$ cat src/rtl/mem_arb_pkg.sv
// Shared encodings and default widths for the memory request arbiter.
// The FSM and owner enums are imported by both the top and its counter.
package mem_arb_pkg;

  localparam int DEF_ADDR_W     = 32;
  localparam int DEF_DATA_W     = 32;
  localparam int DEF_STARVE_LIM = 4;
  localparam int STARVE_CNT_W   = 4;

  typedef enum logic [1:0] {
    IDLE = 2'd0,
    ADDR = 2'd1,
    RESP = 2'd2
  } arb_state_t;

  typedef enum logic {
    INST = 1'b0,
    DATA = 1'b1
  } owner_t;

  // Legal starvation limits fit the 4-bit counter and must allow at least one data grant.
  function automatic logic starve_lim_legal(input int lim);
    return (lim >= 1) && (lim <= 15);
  endfunction

endpackage

$ cat src/rtl/mem_req_arbiter_if.sv
// Bundles the IF requester, MEM requester and memory port of the arbiter.
// slave is the arbiter's view; master is the view of the stages and the memory.
interface mem_req_arbiter_if #(
  parameter int ADDR_W = 32,
  parameter int DATA_W = 32
);
  localparam int STRB_W = DATA_W / 8;

  // Instruction-fetch requester
  logic              inst_req_valid;
  logic              inst_req_ready;
  logic [ADDR_W-1:0] inst_addr;
  logic [DATA_W-1:0] inst_rdata;
  logic              inst_rdata_valid;
  logic              inst_rdata_ready;

  // Data (MEM stage) requester
  logic              data_req_valid;
  logic              data_req_ready;
  logic [ADDR_W-1:0] data_addr;
  logic              data_wen;
  logic [DATA_W-1:0] data_wdata;
  logic [STRB_W-1:0] data_wstrb;
  logic [DATA_W-1:0] data_rdata;
  logic              data_rdata_valid;
  logic              data_rdata_ready;

  // Shared memory port
  logic              mem_req_valid;
  logic              mem_req_ready;
  logic [ADDR_W-1:0] mem_addr;
  logic              mem_wen;
  logic [DATA_W-1:0] mem_wdata;
  logic [STRB_W-1:0] mem_wstrb;
  logic [DATA_W-1:0] mem_rdata;
  logic              mem_rdata_valid;
  logic              mem_rdata_ready;

  modport slave (
    input  inst_req_valid, inst_addr, inst_rdata_ready,
    input  data_req_valid, data_addr, data_wen, data_wdata, data_wstrb, data_rdata_ready,
    input  mem_req_ready, mem_rdata, mem_rdata_valid,
    output inst_req_ready, inst_rdata, inst_rdata_valid,
    output data_req_ready, data_rdata, data_rdata_valid,
    output mem_req_valid, mem_addr, mem_wen, mem_wdata, mem_wstrb, mem_rdata_ready
  );

  modport master (
    output inst_req_valid, inst_addr, inst_rdata_ready,
    output data_req_valid, data_addr, data_wen, data_wdata, data_wstrb, data_rdata_ready,
    output mem_req_ready, mem_rdata, mem_rdata_valid,
    input  inst_req_ready, inst_rdata, inst_rdata_valid,
    input  data_req_ready, data_rdata, data_rdata_valid,
    input  mem_req_valid, mem_addr, mem_wen, mem_wdata, mem_wstrb, mem_rdata_ready
  );

endinterface

$ cat src/rtl/mem_arb_starve_cnt.sv
// Counts consecutive data grants taken while a fetch is waiting; once the
// count reaches STARVE_LIM, force_inst hands the next grant to fetch.
module mem_arb_starve_cnt
  import mem_arb_pkg::*;
#(
  parameter int STARVE_LIM = DEF_STARVE_LIM
) (
  input  logic clk,
  input  logic rst,
  input  logic data_grant,
  input  logic inst_grant,
  input  logic inst_waiting,
  output logic force_inst
);

  localparam logic [STARVE_CNT_W-1:0] LIM = STARVE_CNT_W'(STARVE_LIM);

  logic [STARVE_CNT_W-1:0] cnt_q;
  logic [STARVE_CNT_W-1:0] cnt_d;

  always_comb begin
    // NOTE: hold value assigned first so every path drives cnt_d and no latch is inferred.
    cnt_d = cnt_q;
    if (inst_grant) begin
      cnt_d = '0;
    end else if (data_grant) begin
      if (!inst_waiting) begin
        cnt_d = '0;
      end else if (cnt_q != LIM) begin
        cnt_d = cnt_q + 1'b1;
      end
    end
  end

  // NOTE: state registers use non-blocking assignments so all flops update together at the edge.
  always_ff @(posedge clk) begin
    if (rst) begin
      cnt_q <= '0;
    end else begin
      cnt_q <= cnt_d;
    end
  end

  assign force_inst = (cnt_q == LIM);

endmodule

$ cat src/rtl/mem_req_arbiter.sv
// Shares one memory port between instruction fetch and the MEM stage, one
// transaction at a time, with data priority and a fetch starvation limiter.
module mem_req_arbiter
  import mem_arb_pkg::*;
#(
  parameter int ADDR_W     = DEF_ADDR_W,
  parameter int DATA_W     = DEF_DATA_W,
  parameter int STARVE_LIM = DEF_STARVE_LIM
) (
  input  logic             clk,
  input  logic             rst,
  mem_req_arbiter_if.slave bus
);

  localparam int STRB_W = DATA_W / 8;

  arb_state_t        state_q, state_d;
  owner_t            owner_q, owner_d;
  logic [ADDR_W-1:0] addr_q,  addr_d;
  logic              wen_q,   wen_d;
  logic [DATA_W-1:0] wdata_q, wdata_d;
  logic [STRB_W-1:0] wstrb_q, wstrb_d;

  logic in_idle;
  logic in_addr;
  logic in_resp;
  logic force_inst;
  logic grant_inst;
  logic grant_data;
  logic owner_rdy;
  logic mem_req_hs;
  logic mem_rsp_hs;
  logic resp_inst;
  logic resp_data;

  // Every output is qualified by a state decode that is forced low while rst is high.
  assign in_idle = !rst && (state_q == IDLE);
  assign in_addr = !rst && (state_q == ADDR);
  assign in_resp = !rst && (state_q == RESP);

  // Data wins unless fetch has been passed over STARVE_LIM times in a row.
  assign grant_inst = in_idle && bus.inst_req_valid && (!bus.data_req_valid || force_inst);
  assign grant_data = in_idle && bus.data_req_valid && !grant_inst;

  assign owner_rdy  = (owner_q == DATA) ? bus.data_rdata_ready : bus.inst_rdata_ready;
  assign mem_req_hs = in_addr && bus.mem_req_ready;
  assign mem_rsp_hs = in_resp && bus.mem_rdata_valid && owner_rdy;
  assign resp_inst  = in_resp && (owner_q == INST);
  assign resp_data  = in_resp && (owner_q == DATA);

  mem_arb_starve_cnt #(
    .STARVE_LIM(STARVE_LIM)
  ) u_starve_cnt (
    .clk         (clk),
    .rst         (rst),
    .data_grant  (grant_data),
    .inst_grant  (grant_inst),
    .inst_waiting(bus.inst_req_valid),
    .force_inst  (force_inst)
  );

  always_comb begin
    state_d = state_q;
    owner_d = owner_q;
    addr_d  = addr_q;
    wen_d   = wen_q;
    wdata_d = wdata_q;
    wstrb_d = wstrb_q;
    unique case (state_q)
      IDLE: begin
        if (grant_data) begin
          owner_d = DATA;
          addr_d  = bus.data_addr;
          wen_d   = bus.data_wen;
          wdata_d = bus.data_wdata;
          wstrb_d = bus.data_wstrb;
          state_d = ADDR;
        end else if (grant_inst) begin
          // Fetches are always reads with no byte lanes enabled.
          owner_d = INST;
          addr_d  = bus.inst_addr;
          wen_d   = 1'b0;
          wdata_d = '0;
          wstrb_d = '0;
          state_d = ADDR;
        end
      end
      ADDR: begin
        if (mem_req_hs) begin
          state_d = wen_q ? IDLE : RESP;
        end
      end
      RESP: begin
        if (mem_rsp_hs) begin
          state_d = IDLE;
        end
      end
      default: state_d = IDLE;
    endcase
  end

  always_ff @(posedge clk) begin
    if (rst) begin
      state_q <= IDLE;
      owner_q <= INST;
      // NOTE: the latched request fields are plain flops, so clearing them in reset is cheap and keeps outputs deterministic.
      addr_q  <= '0;
      wen_q   <= 1'b0;
      wdata_q <= '0;
      wstrb_q <= '0;
    end else begin
      state_q <= state_d;
      owner_q <= owner_d;
      addr_q  <= addr_d;
      wen_q   <= wen_d;
      wdata_q <= wdata_d;
      wstrb_q <= wstrb_d;
    end
  end

  assign bus.inst_req_ready = grant_inst;
  assign bus.data_req_ready = grant_data;

  assign bus.mem_req_valid  = in_addr;
  assign bus.mem_addr       = in_addr ? addr_q  : '0;
  assign bus.mem_wen        = in_addr && wen_q;
  assign bus.mem_wdata      = in_addr ? wdata_q : '0;
  assign bus.mem_wstrb      = in_addr ? wstrb_q : '0;

  // Response path is a zero-latency pass-through steered by the owner.
  assign bus.mem_rdata_ready  = in_resp && owner_rdy;
  assign bus.inst_rdata_valid = resp_inst && bus.mem_rdata_valid;
  assign bus.data_rdata_valid = resp_data && bus.mem_rdata_valid;
  assign bus.inst_rdata       = resp_inst ? bus.mem_rdata : '0;
  assign bus.data_rdata       = resp_data ? bus.mem_rdata : '0;

endmodule
$ cat src/flat_wrapper.sv
// flat-port wrapper written by rule: the top's interface ports become plain ports
module mem_req_arbiter_flat import mem_arb_pkg::*;
#(
  parameter int ADDR_W     = DEF_ADDR_W,
  parameter int DATA_W     = DEF_DATA_W,
  parameter int STARVE_LIM = DEF_STARVE_LIM
)
  (clk, rst, bus_inst_req_valid, bus_inst_addr, bus_inst_rdata_ready, bus_data_req_valid, bus_data_addr, bus_data_wen, bus_data_wdata, bus_data_wstrb, bus_data_rdata_ready, bus_mem_req_ready, bus_mem_rdata, bus_mem_rdata_valid, bus_inst_req_ready, bus_inst_rdata, bus_inst_rdata_valid, bus_data_req_ready, bus_data_rdata, bus_data_rdata_valid, bus_mem_req_valid, bus_mem_addr, bus_mem_wen, bus_mem_wdata, bus_mem_wstrb, bus_mem_rdata_ready);
  mem_req_arbiter_if #(.ADDR_W(ADDR_W), .DATA_W(DATA_W)) bus_i ();
  input  logic clk;
  input  logic rst;
  input wire logic [$bits(bus_i.inst_req_valid)-1:0] bus_inst_req_valid;
  input wire logic [$bits(bus_i.inst_addr)-1:0] bus_inst_addr;
  input wire logic [$bits(bus_i.inst_rdata_ready)-1:0] bus_inst_rdata_ready;
  input wire logic [$bits(bus_i.data_req_valid)-1:0] bus_data_req_valid;
  input wire logic [$bits(bus_i.data_addr)-1:0] bus_data_addr;
  input wire logic [$bits(bus_i.data_wen)-1:0] bus_data_wen;
  input wire logic [$bits(bus_i.data_wdata)-1:0] bus_data_wdata;
  input wire logic [$bits(bus_i.data_wstrb)-1:0] bus_data_wstrb;
  input wire logic [$bits(bus_i.data_rdata_ready)-1:0] bus_data_rdata_ready;
  input wire logic [$bits(bus_i.mem_req_ready)-1:0] bus_mem_req_ready;
  input wire logic [$bits(bus_i.mem_rdata)-1:0] bus_mem_rdata;
  input wire logic [$bits(bus_i.mem_rdata_valid)-1:0] bus_mem_rdata_valid;
  output wire logic [$bits(bus_i.inst_req_ready)-1:0] bus_inst_req_ready;
  output wire logic [$bits(bus_i.inst_rdata)-1:0] bus_inst_rdata;
  output wire logic [$bits(bus_i.inst_rdata_valid)-1:0] bus_inst_rdata_valid;
  output wire logic [$bits(bus_i.data_req_ready)-1:0] bus_data_req_ready;
  output wire logic [$bits(bus_i.data_rdata)-1:0] bus_data_rdata;
  output wire logic [$bits(bus_i.data_rdata_valid)-1:0] bus_data_rdata_valid;
  output wire logic [$bits(bus_i.mem_req_valid)-1:0] bus_mem_req_valid;
  output wire logic [$bits(bus_i.mem_addr)-1:0] bus_mem_addr;
  output wire logic [$bits(bus_i.mem_wen)-1:0] bus_mem_wen;
  output wire logic [$bits(bus_i.mem_wdata)-1:0] bus_mem_wdata;
  output wire logic [$bits(bus_i.mem_wstrb)-1:0] bus_mem_wstrb;
  output wire logic [$bits(bus_i.mem_rdata_ready)-1:0] bus_mem_rdata_ready;
  assign bus_i.inst_req_valid = bus_inst_req_valid;
  assign bus_i.inst_addr = bus_inst_addr;
  assign bus_i.inst_rdata_ready = bus_inst_rdata_ready;
  assign bus_i.data_req_valid = bus_data_req_valid;
  assign bus_i.data_addr = bus_data_addr;
  assign bus_i.data_wen = bus_data_wen;
  assign bus_i.data_wdata = bus_data_wdata;
  assign bus_i.data_wstrb = bus_data_wstrb;
  assign bus_i.data_rdata_ready = bus_data_rdata_ready;
  assign bus_i.mem_req_ready = bus_mem_req_ready;
  assign bus_i.mem_rdata = bus_mem_rdata;
  assign bus_i.mem_rdata_valid = bus_mem_rdata_valid;
  assign bus_inst_req_ready = bus_i.inst_req_ready;
  assign bus_inst_rdata = bus_i.inst_rdata;
  assign bus_inst_rdata_valid = bus_i.inst_rdata_valid;
  assign bus_data_req_ready = bus_i.data_req_ready;
  assign bus_data_rdata = bus_i.data_rdata;
  assign bus_data_rdata_valid = bus_i.data_rdata_valid;
  assign bus_mem_req_valid = bus_i.mem_req_valid;
  assign bus_mem_addr = bus_i.mem_addr;
  assign bus_mem_wen = bus_i.mem_wen;
  assign bus_mem_wdata = bus_i.mem_wdata;
  assign bus_mem_wstrb = bus_i.mem_wstrb;
  assign bus_mem_rdata_ready = bus_i.mem_rdata_ready;
  mem_req_arbiter #(.ADDR_W(ADDR_W), .DATA_W(DATA_W), .STARVE_LIM(STARVE_LIM)) u_core (.clk(clk), .rst(rst), .bus(bus_i));
endmodule
$ cat config.mk
export PLATFORM = sky130hd
export DESIGN_NAME = mem_req_arbiter_flat
export DESIGN_NICKNAME = d
export VERILOG_FILES = /design/src/rtl/mem_arb_pkg.sv /design/src/rtl/mem_req_arbiter_if.sv /design/src/rtl/mem_arb_starve_cnt.sv /design/src/rtl/mem_req_arbiter.sv /design/src/flat_wrapper.sv
export SDC_FILE = /design/constraint.sdc
export NUM_CORES = 1
export LEC_CHECK = 0
export ABC_AREA = 1
export BUFFER_PORTS_ARGS = -buffer_cell sky130_fd_sc_hd__buf_2
export CORE_MARGIN = 1.5
export CORE_UTILIZATION = 25
export CTS_CLUSTER_DIAMETER = 80
export DETAILED_ROUTE_END_ITERATION = 7
export PLACE_DENSITY_LB_ADDON = 0.3
export SYNTH_ARGS = -nofsm -noshare
export SYNTH_HDL_FRONTEND = slang
export SYNTH_SLANG_ARGS = --single-unit
$ cat constraint.sdc
create_clock -name clk -period 4.2 [get_ports clk]
set_input_delay 0.21 -clock clk [delete_from_list [all_inputs] [get_ports clk]]
set_output_delay 0.21 -clock clk [all_outputs]
set_load 0.005 [all_outputs]
Yosys cells after proc, flatten, opt, wreduce, memory -nomap -nowiden

Cells that the tools add are included.

Register bits: 76
Output and inout bits: 139
Word-level logic and storage cells: 66

Add/subtract/negate cells: 1
Equal/unequal tests: 8
Mux-type cells: 23
Bitwise logic cells: 1
Reductions and logical operators: 26

Operator list:

| operator                                               | count |
|---|---|
| 2-to-1 mux 32 bit                                      | 8 |
| 2-to-1 mux 4 bit                                       | 5 |
| logical AND 1 bit                                      | 16 |
| 2-to-1 mux 2 bit                                       | 5 |
| inequality test 2 x 1 -> 1 bit (second input constant) | 3 |
| case mux 2 bit (3 select lines)                        | 1 |
| adder 4 x 1 -> 4 bit (second input constant)           | 1 |
| equality test 4 x 3 -> 1 bit (second input constant)   | 1 |
| 2-to-1 mux 1 bit                                       | 4 |
| inequality test 4 x 3 -> 1 bit (second input constant) | 1 |
| AND reduction 2 bit                                    | 2 |
| logical NOT 1 bit                                      | 3 |
| inequality test 3 x 2 -> 1 bit (second input constant) | 1 |
| AND reduction 3 bit                                    | 1 |
| equality test 2 x 1 -> 1 bit (second input constant)   | 1 |
| equality test 2 bit (second input constant)            | 1 |
| logical NOT 2 bit                                      | 1 |
| nonzero test 2 bit                                     | 1 |
| OR reduction 2 bit                                     | 1 |
| logical OR 1 bit                                       | 1 |
| NOT 1 bit                                              | 1 |

Logic depth before layout (Yosys ltp)

Gate-level depths: netlist of run 1.

Word-level depth: 8
Gate-level depth with buffers: 10
Depth with buffers taken out: 9

Modules after synthesis

Synthesis of run 1 repeated with hierarchy kept, for this count alone.

Cells, all modules: 771
Area total of the unflattened synthesis: 4476.8 um2

Modules (own cells, without submodules):

| module             | times used | cells an instance | area an instance (um2) |
|---|---|---|---|
| mem_req_arbiter    | 1          | 729               | 4199.0 |
| mem_arb_starve_cnt | 1          | 42                | 277.8 |

Least setup slack after synthesis of run 1

OpenSTA, ideal clock, no wires.

Kind: register to register
From: register u_core.u_starve_cnt.cnt_q[0]
To: register u_core.u_starve_cnt.cnt_q[3]
Data arrival time: 1329 ps
Data required time: 4071 ps
Path slack: 2742 ps
Cell stages (with the launch flop): 9
Clock period less this slack: 1458 ps
Path through: dfxtp_1 inv_1 ha_1 nand4_2 nand2_1 buf_6 buf_6 a21oi_1 nor2_2

Cells in the longest elaborated chain, start to end: 6
Elaborated cells between the ends (all ways): 12

Ends and longest elaborated chain:

| what                                                         | RTL line                 | text |
|---|---|---|
| start: declaration                                           | mem_arb_starve_cnt.sv:18 | `logic [STARVE_CNT_W-1:0] cnt_q;` |
| start signal: assignment                                     | mem_arb_starve_cnt.sv:40 | `cnt_q <= cnt_d;` |
| branches (longest 6 deep; another with adder 4 x 1 -> 4 bit) | --                       |  |

Several ways; the timed one is not identified. The select of a mux whose other input is x is not followed.
A chain may end at the register's enable or synchronous reset.

Worst setup path after layout of run 1

From: register u_core.u_starve_cnt.cnt_q[0]
To: output port bus_data_req_ready

Cells in the longest elaborated chain, start to end: 5

Ends and longest elaborated chain:

| what                         | RTL line                 | text |
|---|---|---|
| equality test 4 x 3 -> 1 bit | mem_arb_starve_cnt.sv:44 | `assign force_inst = (cnt_q == LIM);` |
| logical OR 1 bit             | mem_req_arbiter.sv:42    | `assign grant_inst = in_idle && bus.inst_req_valid && (!bus.data_req_valid \|\| force_inst);` |
| logical AND 1 bit            | mem_req_arbiter.sv:42    |  |
| logical NOT 1 bit            | mem_req_arbiter.sv:43    | `assign grant_data = in_idle && bus.data_req_valid && !grant_inst;` |
| logical AND 1 bit            | mem_req_arbiter.sv:43    |  |
| end: declaration             | flat_wrapper.sv:27       | `output wire logic [$bits(bus_i.data_req_ready)-1:0] bus_data_req_ready;` |

Every way passes these cells.

==> results of run 1 <==
[final cells by class]
class,instances,area (um2)
fillers,1845,10600
multi-input cells,456,1960
flip-flops and latches,76,1520
repair buffers,285,1440
inverters,149,559
well taps,220,275
clock buffers,10,239
clock inverters,5,85.1
diodes,1,2.50
[cell usage in the layout, fill, tap and decap left out]
| cell type | count |
|---|---|
| nor2_4 | 1 |
| nand2_1 | 151 |
| nand3_1 | 103 |
| inv_6 | 1 |
| inv_1 | 144 |
| nand3_2 | 1 |
| inv_2 | 5 |
| a21oi_1 | 41 |
| buf_2 | 279 |
| xor2_1 | 1 |
| dfxtp_1 | 76 |
| clkinvlp_4 | 1 |
| nand4_1 | 1 |
| bufinv_16 | 2 |
| o21ai_0 | 2 |
| nand2_2 | 2 |
| nor3_1 | 1 |
| clkbuf_8 | 1 |
| buf_4 | 6 |
| clkinv_4 | 1 |
| nand4_2 | 1 |
| clkbuf_16 | 9 |
| ha_1 | 2 |
| diode_2 | 1 |
| a31oi_1 | 1 |
| nor2_2 | 4 |
| nor2_1 | 143 |
| a211oi_1 | 1 |
[metrics by stage]
stage | utilization [%] | worst slack [ns] | total power [W] | hold slack [ns]
2_1_floorplan | - | 2.74 | 0.00158 | 0.357
3_3_place_gp | 34.5 | 1.56 | 0.00184 | 0.452
3_5_place_dp | 34.5 | 1.51 | 0.00185 | 0.452
4_1_cts | 36.4 | 1.37 | 0.00271 | 0.105
5_1_grt | 36.4 | 1.14 | 0.00288 | 0.109
6_report | 36.5 | 1.39 | 0.00267 | 0.118
[per-layer routing]
| metal | part of all wire, % | vias up | wire (um) |
|---|---|---|---|
| met5 | 0 | - | 0 |
| met4 | 1.3 | 0 | 187 |
| met3 | 7.2 | 13 | 1060 |
| met2 | 50 | 177 | 7310 |
| met1 | 42 | 2186 | 6150 |
| li1 | - | 2653 | - |
[registers in the layout, indices dropped and copies added, names as in the netlist]
register and cells:
u_core.addr_q 32, u_core.owner_q 1, u_core.state_q 2, u_core.u_starve_cnt.cnt_q 4, u_core.wdata_q 32, u_core.wen_q 1, u_core.wstrb_q 4
[how the worst min path moves through the flow]
stage                       startpoint  cells after the start            endpoint  slack (ns)
floorplan            bus_data_wdata[0]                      2   u_core.wdata_q[0]        0.36
global placement          u_core.wen_q                      2        u_core.wen_q        0.45
detailed placement   u_core.wdata_q[2]                      2   u_core.wdata_q[2]        0.45
CTS                  bus_data_wstrb[0]                      3   u_core.wstrb_q[0]        0.11
global route        bus_data_wdata[29]                      3  u_core.wdata_q[29]        0.11
finish               bus_data_wstrb[0]                      3   u_core.wstrb_q[0]        0.12
[critical path, delay by kind of cell (launching register included)]
| kind | cells | cell delay (ns) |
|---|---|---|
| flip-flops | 1 | 0.34 |
| AND/OR/NAND/NOR | 2 | 1.04 |
| buffers and inverters | 3 | 0.67 |
| adder cells (fa/ha/maj) | 1 | 0.19 |
[cell families (layout without fill, tap and decap cells)]
| family | after synthesis | in the layout | share of synthesized area, % |
|---|---|---|---|
| fa+ha+maj | 2 | 2 | 0.583 |
| buf+inv | 194 | 449 | 18.8 |
| simple gates | 408 | 408 | 39.6 |
| flops | 76 | 76 | 35.4 |
| compound gates | 45 | 45 | 5.33 |
| xor+xnor | 1 | 1 | 0.204 |
| other cells | 0 | 1 | 0 |
[power breakdown]
group / total (W) / leakage, nW / switching (W) / internal [W]
logic: 0.000914 / 2.74 / 0.000599 / 0.000314
registers: 0.000907 / 0.622 / 0.0000485 / 0.000859
clock network: 0.000844 / 0.155 / 0.000308 / 0.000536
total: 0.00267 / 3.51 / 0.000956 / 0.00171
==> flow_metrics.py, run 1 <==
metrics = {
    "outcome": {
        "status": "finished clean",
    },
    "clock_tree": {
        "clock_latency_ns": 0.34,
        "cts_resized": 0,
        "clkTransAtPathRegs_ns": 0.06,
        "cts_tree": "built",
        "clock_sinks": 76,
        "cts_hold_buffers": 0,
        "cts_made_buffers": 9,
        "clk_path_buf_depth": 2,
        "htreeDepth": 3,
        "root_buffer": "clkbuf_16",
        "post_cts_buffers": 0,
    },
    "global_routing": {
        "grt_util_all_layers_pct": 15.6,
        "grt_overflow": 0,
        "grt_pass1_vias": 4547,
        "met3_usage_pct": 4.35,
        "met1_usage_pct": 17.6,
        "grt_max_degree": 57,
        "grt_use_met2_pct": 28.3,
        "grt_antenna_before_repair": 1,
        "grt-busiest-layer": "met2",
        "grt_pass1_wl_um": 22000,
    },
    "logic_synthesis": {
        "yosysMostFrequentCell": "nand2_1",
        "synth_ff_type": "dfxtp_1",
        "synth_enable_flop_cells": 0,
        "ys_top_cells_by_area": "dfxtp_1 35%, nand2_1 13%, inv_1 13%",
        "syn_area_per_cell_um2": 5.91,
        "async_flop_share_pct": 0,
        "yosysWarnings": 0,
        "synth_cell_types": 24,
        "synth.largest_area_cell": "dfxtp_1",
        "ys_seq_area_share_pct": 35.4,
        "synth_common_cells": "151 x nand2_1, 144 x inv_1, 143 x nor2_1, 103 x nand3_1, 76 x dfxtp_1",
        "netlist.area_leader.share_pct": 35.4,
        "synth-seq-cells": 76,
        "syn_inst": 726,
        "syn_area_um2": 4290,
        "syn_nets": 869,
    },
    "sta": {
        "max_freq_mhz": 356,
        "max_slew_margin_pct": 25.2,
        "post-route-min-period_ns": 2.81,
        "tightest_slew_ns": 1.12,
        "setup_violations": 0,
        "rsz0062_at_grt": "no",
        "fin_skew_ns": 0.00641,
        "tns_ns": 0,
        "hold_viol": 0,
        "finalCritPeriodShare_pct": 66.9,
        "final_max_slew_viol_count": 0,
    },
    "worst_setup_path": {
        "cp-end-kind": "output port",
        "cp-startpoint": "u_core.u_starve_cnt.cnt_q[0]",
        "r2r_end": "u_core.wdata_q[6]",
        "crit_required_ns": 3.99,
        "worstPathMaxFanout": 41,
        "cpPeakStageDelay_ns": 0.69,
        "rrSetupSlack_ns": 1.55,
        "r2r-start": "u_core.state_q[1]",
        "cp_slowest_cell": "nand4_2",
        "crit_chain": "inv_1 > ha_1 > nand4_2 > nand2_1 > inv_2 > buf_2",
        "crit_path_start_kind": "flop",
        "crit_end": "bus_data_req_ready",
        "ff2ff_path_depth": 10,
        "crit_arrival_ns": 2.60,
        "criticalPathCategory": "flop to output port",
    },
    "placed_design": {
        "gp_congestion": 0.755,
        "dp_cells": 1186,
        "hpwl_um": 10800,
        "placed_area_um2": 5760,
        "port_buffers": 279,
    },
    "final_layout": {
        "finalNetCount": 1120,
        "stdcell_count": 1202,
        "drive_gt1_share_pct": 32.0,
        "area_growth_pct": 41.8,
        "design_area_um2": 6090,
    },
    "hold_path": {
        "min_path_type": "primary input to flop",
    },
    "detailed_routing": {
        "drt_iter0_drc": 189,
        "via_per_inst": 4.18,
        "wl_um": 14700,
        "wl_per_cell_um": 12.2,
        "drc": 0,
        "firstDrtPassIters": 4,
        "ant_nets": 0,
        "vias": 5029,
    },
    "floorplan": {
        "chipWidth_um": 134,
        "rows": 47,
        "die_area_um2": 18000,
        "initial_core_util_pct": 25.7,
        "io_pins": 280,
        "dieHeight_um": 134,
        "coreArea_um2": 16700,
    },
    "power_and_ir_drop": {
        "leakagePower_nw": 3.51,
        "ir_drop_mv": 0.218,
        "p_per_area_nw_per_um2": 438,
    },
    "flow_run": {
        "drv_cap": 0,
    },
}
No activity file was read; power rests on OpenSTA's default activity.
==> run 2, diff against run 1 <==
Clock period 4.2 ns to 2.4 ns, I/O delays scaled along.
==> run 2 against run 1 <==
Sequential share of layout area shrank 0.45 points; final cell count increased by 0.67%; clock skew rose by 0.00098 ns; via count rose by 0.78%; total power is 85% higher; flip-flop and latch count stayed put; clock-buffer cell count fell by 1; worst hold slack got worse by 0.094 ns; setup slack got worse by 1.0 ns; die area is the same; critical path depth increased by 2; global-route usage rose by 0.32 points; largest cell class unchanged.
==> flow_metrics.py, run 2 (same netlist as run 1, synthesis figures left out) <==
metrics = {
    "floorplan": {
        "dieHeight_um": 134,
        "initial_core_util_pct": 25.7,
        "io_pins": 280,
        "die_area_um2": 18000,
        "coreArea_um2": 16700,
        "rows": 47,
        "chipWidth_um": 134,
    },
    "clock_tree": {
        "cts_resized": 0,
        "htreeDepth": 3,
        "cts_tree": "built",
        "post_cts_buffers": 0,
        "root_buffer": "clkbuf_16",
        "clock_latency_ns": 0.34,
        "cts_made_buffers": 9,
        "clock_sinks": 76,
        "clkTransAtPathRegs_ns": 0.06,
        "cts_hold_buffers": 0,
        "clk_path_buf_depth": 2,
    },
    "sta": {
        "rsz0062_at_grt": "no",
        "max_slew_margin_pct": 58.0,
        "hold_viol": 0,
        "final_max_slew_viol_count": 0,
        "tns_ns": 0,
        "worst_hold_slack_ns": 0.0237,
        "fin_skew_ns": 0.00739,
        "post-route-min-period_ns": 2.06,
        "setup_violations": 0,
        "finalCritPeriodShare_pct": 85.9,
        "tightest_slew_ns": 0.630,
        "max_freq_mhz": 485,
    },
    "detailed_routing": {
        "wl_um": 14600,
        "ant_nets": 0,
        "firstDrtPassIters": 5,
        "via_per_inst": 4.19,
        "wl_per_cell_um": 12.1,
        "drt_iter0_drc": 193,
        "vias": 5068,
        "drc": 0,
    },
    "global_routing": {
        "met3_usage_pct": 4.46,
        "grt-busiest-layer": "met2",
        "grt_pass1_vias": 4600,
        "grt_max_degree": 44,
        "grt_pass1_wl_um": 22600,
        "grt_use_met2_pct": 30.1,
        "met1_usage_pct": 17.3,
        "grt_antenna_before_repair": 1,
        "grt_overflow": 0,
        "grt_util_all_layers_pct": 15.9,
    },
    "hold_path": {
        "hold_start": "bus_data_wdata[17]",
        "min_to": "u_core.wdata_q[17]",
        "hold_depth": 3,
        "min_path_type": "primary input to flop",
    },
    "worst_setup_path": {
        "cp-startpoint": "u_core.state_q[0]",
        "criticalPathCategory": "flop to output port",
        "ff2ff_path_depth": 8,
        "crit_arrival_ns": 1.94,
        "cp-end-kind": "output port",
        "crit_required_ns": 2.28,
        "r2r-start": "u_core.u_starve_cnt.cnt_q[0]",
        "rrSetupSlack_ns": 0.66,
        "worstPathMaxFanout": 37,
        "crit_path_start_kind": "flop",
        "r2r_end": "u_core.wdata_q[4]",
    },
    "power_and_ir_drop": {
        "sequentialPowerShare_pct": 32.2,
        "p_sw_share_pct": 34.8,
        "combPwrFrac_pct": 33.2,
        "ir_drop_mv": 0.489,
        "intPower_w": 0.00322,
        "p_per_area_nw_per_um2": 796,
        "p_switching_w": 0.00172,
        "pwr-share-clk_pct": 34.6,
        "leakagePower_nw": 3.58,
    },
    "final_layout": {
        "design_area_um2": 6200,
        "final_common_cell": "buf_2",
        "fillers": 1865,
        "reg.largest.list": "u_core.addr_q (32), u_core.wdata_q (32)",
        "drive_gt1_share_pct": 32.6,
        "area_growth_pct": 44.4,
        "finalNetCount": 1127,
        "regArea_um2": 1520,
        "most-common-layout-cells": "279 x buf_2, 151 x nand2_1, 144 x inv_1",
        "stdcell_count": 1210,
        "multiInputGateArea_um2": 1960,
    },
    "placed_design": {
        "gp_congestion": 0.805,
        "placed_area_um2": 5830,
        "hpwl_um": 10700,
        "dp_cells": 1193,
        "port_buffers": 279,
    },
    "outcome": {
        "status": "finished clean",
    },
    "flow_run": {
        "drv_cap": 0,
    },
}
==> run 2: cell count changes in the layout (fill, tap and decap cells not counted) <==
cell | before | now
buf_12 | 0 | 1
clkinv_4 | 1 | 2
clkinvlp_4 | 1 | 0
bufinv_16 | 2 | 4
buf_4 | 6 | 12
clkbuf_8 | 1 | 0
==> run 2: power by group through the flow <==
stage | Clock (W) | Sequential [W] | Combinational, W
after floorplan | 0 | 0.00160 | 0.00117
after CTS | 0.00174 | 0.00159 | 0.00166
after global placement | 0 | 0.00161 | 0.00166
after detailed placement | 0 | 0.00162 | 0.00166
after global routing | 0.00181 | 0.00162 | 0.00190
final | 0.00171 | 0.00159 | 0.00164
==> run 2: worst max-delay path, stage by stage (launching register included) <==
cell and delay, ns:
dfxtp_1 0.37, inv_1 0.07, nor2_1 0.17, inv_1 0.08, nor2_2 0.11, inv_2 0.25, buf_12 0.28, nor2_1 0.13
buf_2 0.13
==> run 2: area by class of cell <==
| cell class | instances | share of cell area, % |
|---|---|---|
| Sequential cell | 76 | 24.5 |
| Antenna cell | 1 | 0.0404 |
| Tap cell | 220 | 4.44 |
| Inverter | 149 | 9.02 |
| Timing Repair Buffer | 292 | 24.3 |
| Multi-Input combinational cell | 456 | 31.7 |
| Clock buffer | 9 | 3.63 |
| Clock inverter | 7 | 2.36 |
==> run 2: layer usage <==
metal | wire length, um | vias up
li1 | - | 2670
met5 | 0 | -
met4 | 159 | 0
met1 | 5870 | 2199
met2 | 7340 | 187
met3 | 1220 | 12
==> run 2: how the worst max path moves through the flow <==
stage,to,depth (start not counted)
3_3_place_gp,u_core.addr_q[8],9
4_1_cts,bus_mem_wdata[13],8
6_report,bus_mem_wstrb[1],8
2_1_floorplan,u_core.u_starve_cnt.cnt_q[3],8
5_1_grt,bus_mem_wdata[3],8
3_5_place_dp,u_core.addr_q[8],9
==> run 2: per-stage QoR <==
step                total power [W]  worst slack [ns]  util (%)
floorplan                   0.00277             0.942         -
global placement            0.00327             0.594      34.9
detailed placement          0.00327             0.585      34.9
CTS                         0.00499             0.325      37.1
global route                0.00532             0.134      37.1
finish                      0.00493             0.340      37.1
==> run 3, diff against run 2 <==
Settings changed: CTS_CLUSTER_SIZE set to 16, PLACE_DENSITY set to 0.58, PLACE_DENSITY_LB_ADDON 0.3 to unset.
==> run 3 against run 2 <==
Wire length increased by 3.5%; worst hold slack got worse by 0.0058 ns; largest cell class unchanged; die area unchanged.
==> flow_metrics.py, run 3 (same netlist as run 1, synthesis figures left out) <==
metrics = {
    "outcome": {
        "status": "finished clean",
    },
    "clock_tree": {
        "post_cts_buffers": 0,
        "clock_latency_ns": 0.34,
        "cts_hold_buffers": 0,
        "clock_sinks": 76,
        "clkTransAtPathRegs_ns": 0.07,
        "cts_made_buffers": 9,
        "clk_path_buf_depth": 2,
        "cts_tree": "built",
        "cts_resized": 0,
        "htreeDepth": 3,
        "root_buffer": "clkbuf_16",
    },
    "final_layout": {
        "final_common_cell": "buf_2",
        "regArea_um2": 1520,
        "drive_gt1_share_pct": 32.5,
        "area_growth_pct": 43.1,
        "design_area_um2": 6150,
        "fillers": 1893,
        "finalNetCount": 1126,
        "reg.largest.list": "u_core.addr_q (32), u_core.wdata_q (32)",
        "multiInputGateArea_um2": 1960,
        "most-common-layout-cells": "279 x buf_2, 151 x nand2_1, 144 x inv_1",
        "fin_util_pct": 36.8,
    },
    "floorplan": {
        "dieHeight_um": 134,
        "initial_core_util_pct": 25.7,
        "chipWidth_um": 134,
        "coreArea_um2": 16700,
        "io_pins": 280,
        "rows": 47,
        "die_area_um2": 18000,
    },
    "global_routing": {
        "grt_pass1_vias": 4873,
        "grt_overflow": 0,
        "grt_util_all_layers_pct": 16.4,
        "grt_pass1_wl_um": 23500,
        "grt_max_degree": 70,
        "grt_antenna_before_repair": 1,
    },
    "sta": {
        "hold_viol": 0,
        "max_freq_mhz": 502,
        "tightest_slew_ns": 0.603,
        "post-route-min-period_ns": 1.99,
        "tns_ns": 0,
        "finalCritPeriodShare_pct": 83.1,
        "max_slew_margin_pct": 59.4,
        "worst_slack_ns": 0.406,
        "fin_skew_ns": 0.00946,
        "rsz0062_at_grt": "no",
        "final_max_slew_viol_count": 0,
        "setup_violations": 0,
    },
    "flow_run": {
        "drv_cap": 0,
    },
    "detailed_routing": {
        "vias": 5091,
        "drc": 0,
        "ant_nets": 0,
        "drt_iter0_drc": 194,
        "wl_um": 15100,
        "firstDrtPassIters": 4,
        "wl_per_cell_um": 12.5,
        "via_per_inst": 4.21,
    },
    "placed_design": {
        "port_buffers": 279,
        "hpwl_um": 10900,
        "gp_congestion": 0.776,
        "placed_area_um2": 5830,
        "pre_cts_slack_ns": 0.691,
    },
    "worst_setup_path": {
        "cp-end-kind": "output port",
        "cp_slowest_cell": "dfxtp_1",
        "crit_path_start_kind": "flop",
        "worstPathMaxFanout": 23,
        "criticalPathCategory": "flop to output port",
        "crit_arrival_ns": 1.87,
        "crit_required_ns": 2.28,
        "cpPeakStageDelay_ns": 0.40,
        "crit_chain": "inv_1 > ha_1 > nand4_2 > nand2_1 > inv_2 > buf_12 > buf_2",
    },
    "power_and_ir_drop": {
        "leakagePower_nw": 3.55,
        "p_per_area_nw_per_um2": 760,
        "ir_drop_mv": 0.380,
    },
    "hold_path": {
        "min_path_type": "primary input to flop",
    },
}
-- run 3: power breakdown --
group / internal, W / switching (W)
Clock: 0.000844 / 0.000587
Sequential: 0.00150 / 0.0000897
Combinational: 0.000588 / 0.00106
-- run 3: per-layer routing --
layer | GRT usage (%) | vias up | share of wire (%)
li1 | - | 2670 | -
met2 | 30.8 | 179 | 50
met3 | 4.57 | 14 | 7.3
met1 | 18.2 | 2228 | 41
met5 | 0 | - | 0
met4 | 4.18 | 0 | 1.2
-- run 3: through the flow --
stage | instances | hold slack, ns | total power, W
2_1_floorplan | 726 | 0.267 | 0.00277
3_3_place_gp | 1192 | 0.375 | 0.00328
3_5_place_dp | 1192 | 0.377 | 0.00329
4_1_cts | 1208 | 0.00217 | 0.00475
5_1_grt | 1208 | 0.0167 | 0.00503
6_report | 1210 | 0.0179 | 0.00467
-- run 3: worst paths after layout --
check	from	to	slack, ns	cells past startpoint
worst max register to register	u_core.u_starve_cnt.cnt_q[0]	u_core.wdata_q[16]	0.70	8
worst min register to register	u_core.wdata_q[6]	u_core.wdata_q[6]	0.46	2
worst max-delay path	u_core.u_starve_cnt.cnt_q[0]	bus_data_req_ready	0.41	7
worst min-delay path	bus_data_wdata[23]	u_core.wdata_q[23]	0.02	3
-- run 3: cell type report --
cell class	instances	area share, %
multi-input combinational	456	32.0
sequential	76	24.8
timing repair buffer	291	24.6
inverter	149	9.10
tap	220	4.48
clock buffer	10	3.89
clock inverter	6	1.14
antenna	2	0.0814
-- run 3: critical path, delay by kind of cell, from the launching register on --
family / cells / cell delay, ns
fa+ha+maj: 1 / 0.23
flops: 1 / 0.40
simple gates: 2 / 0.18
buf+inv: 4 / 0.71
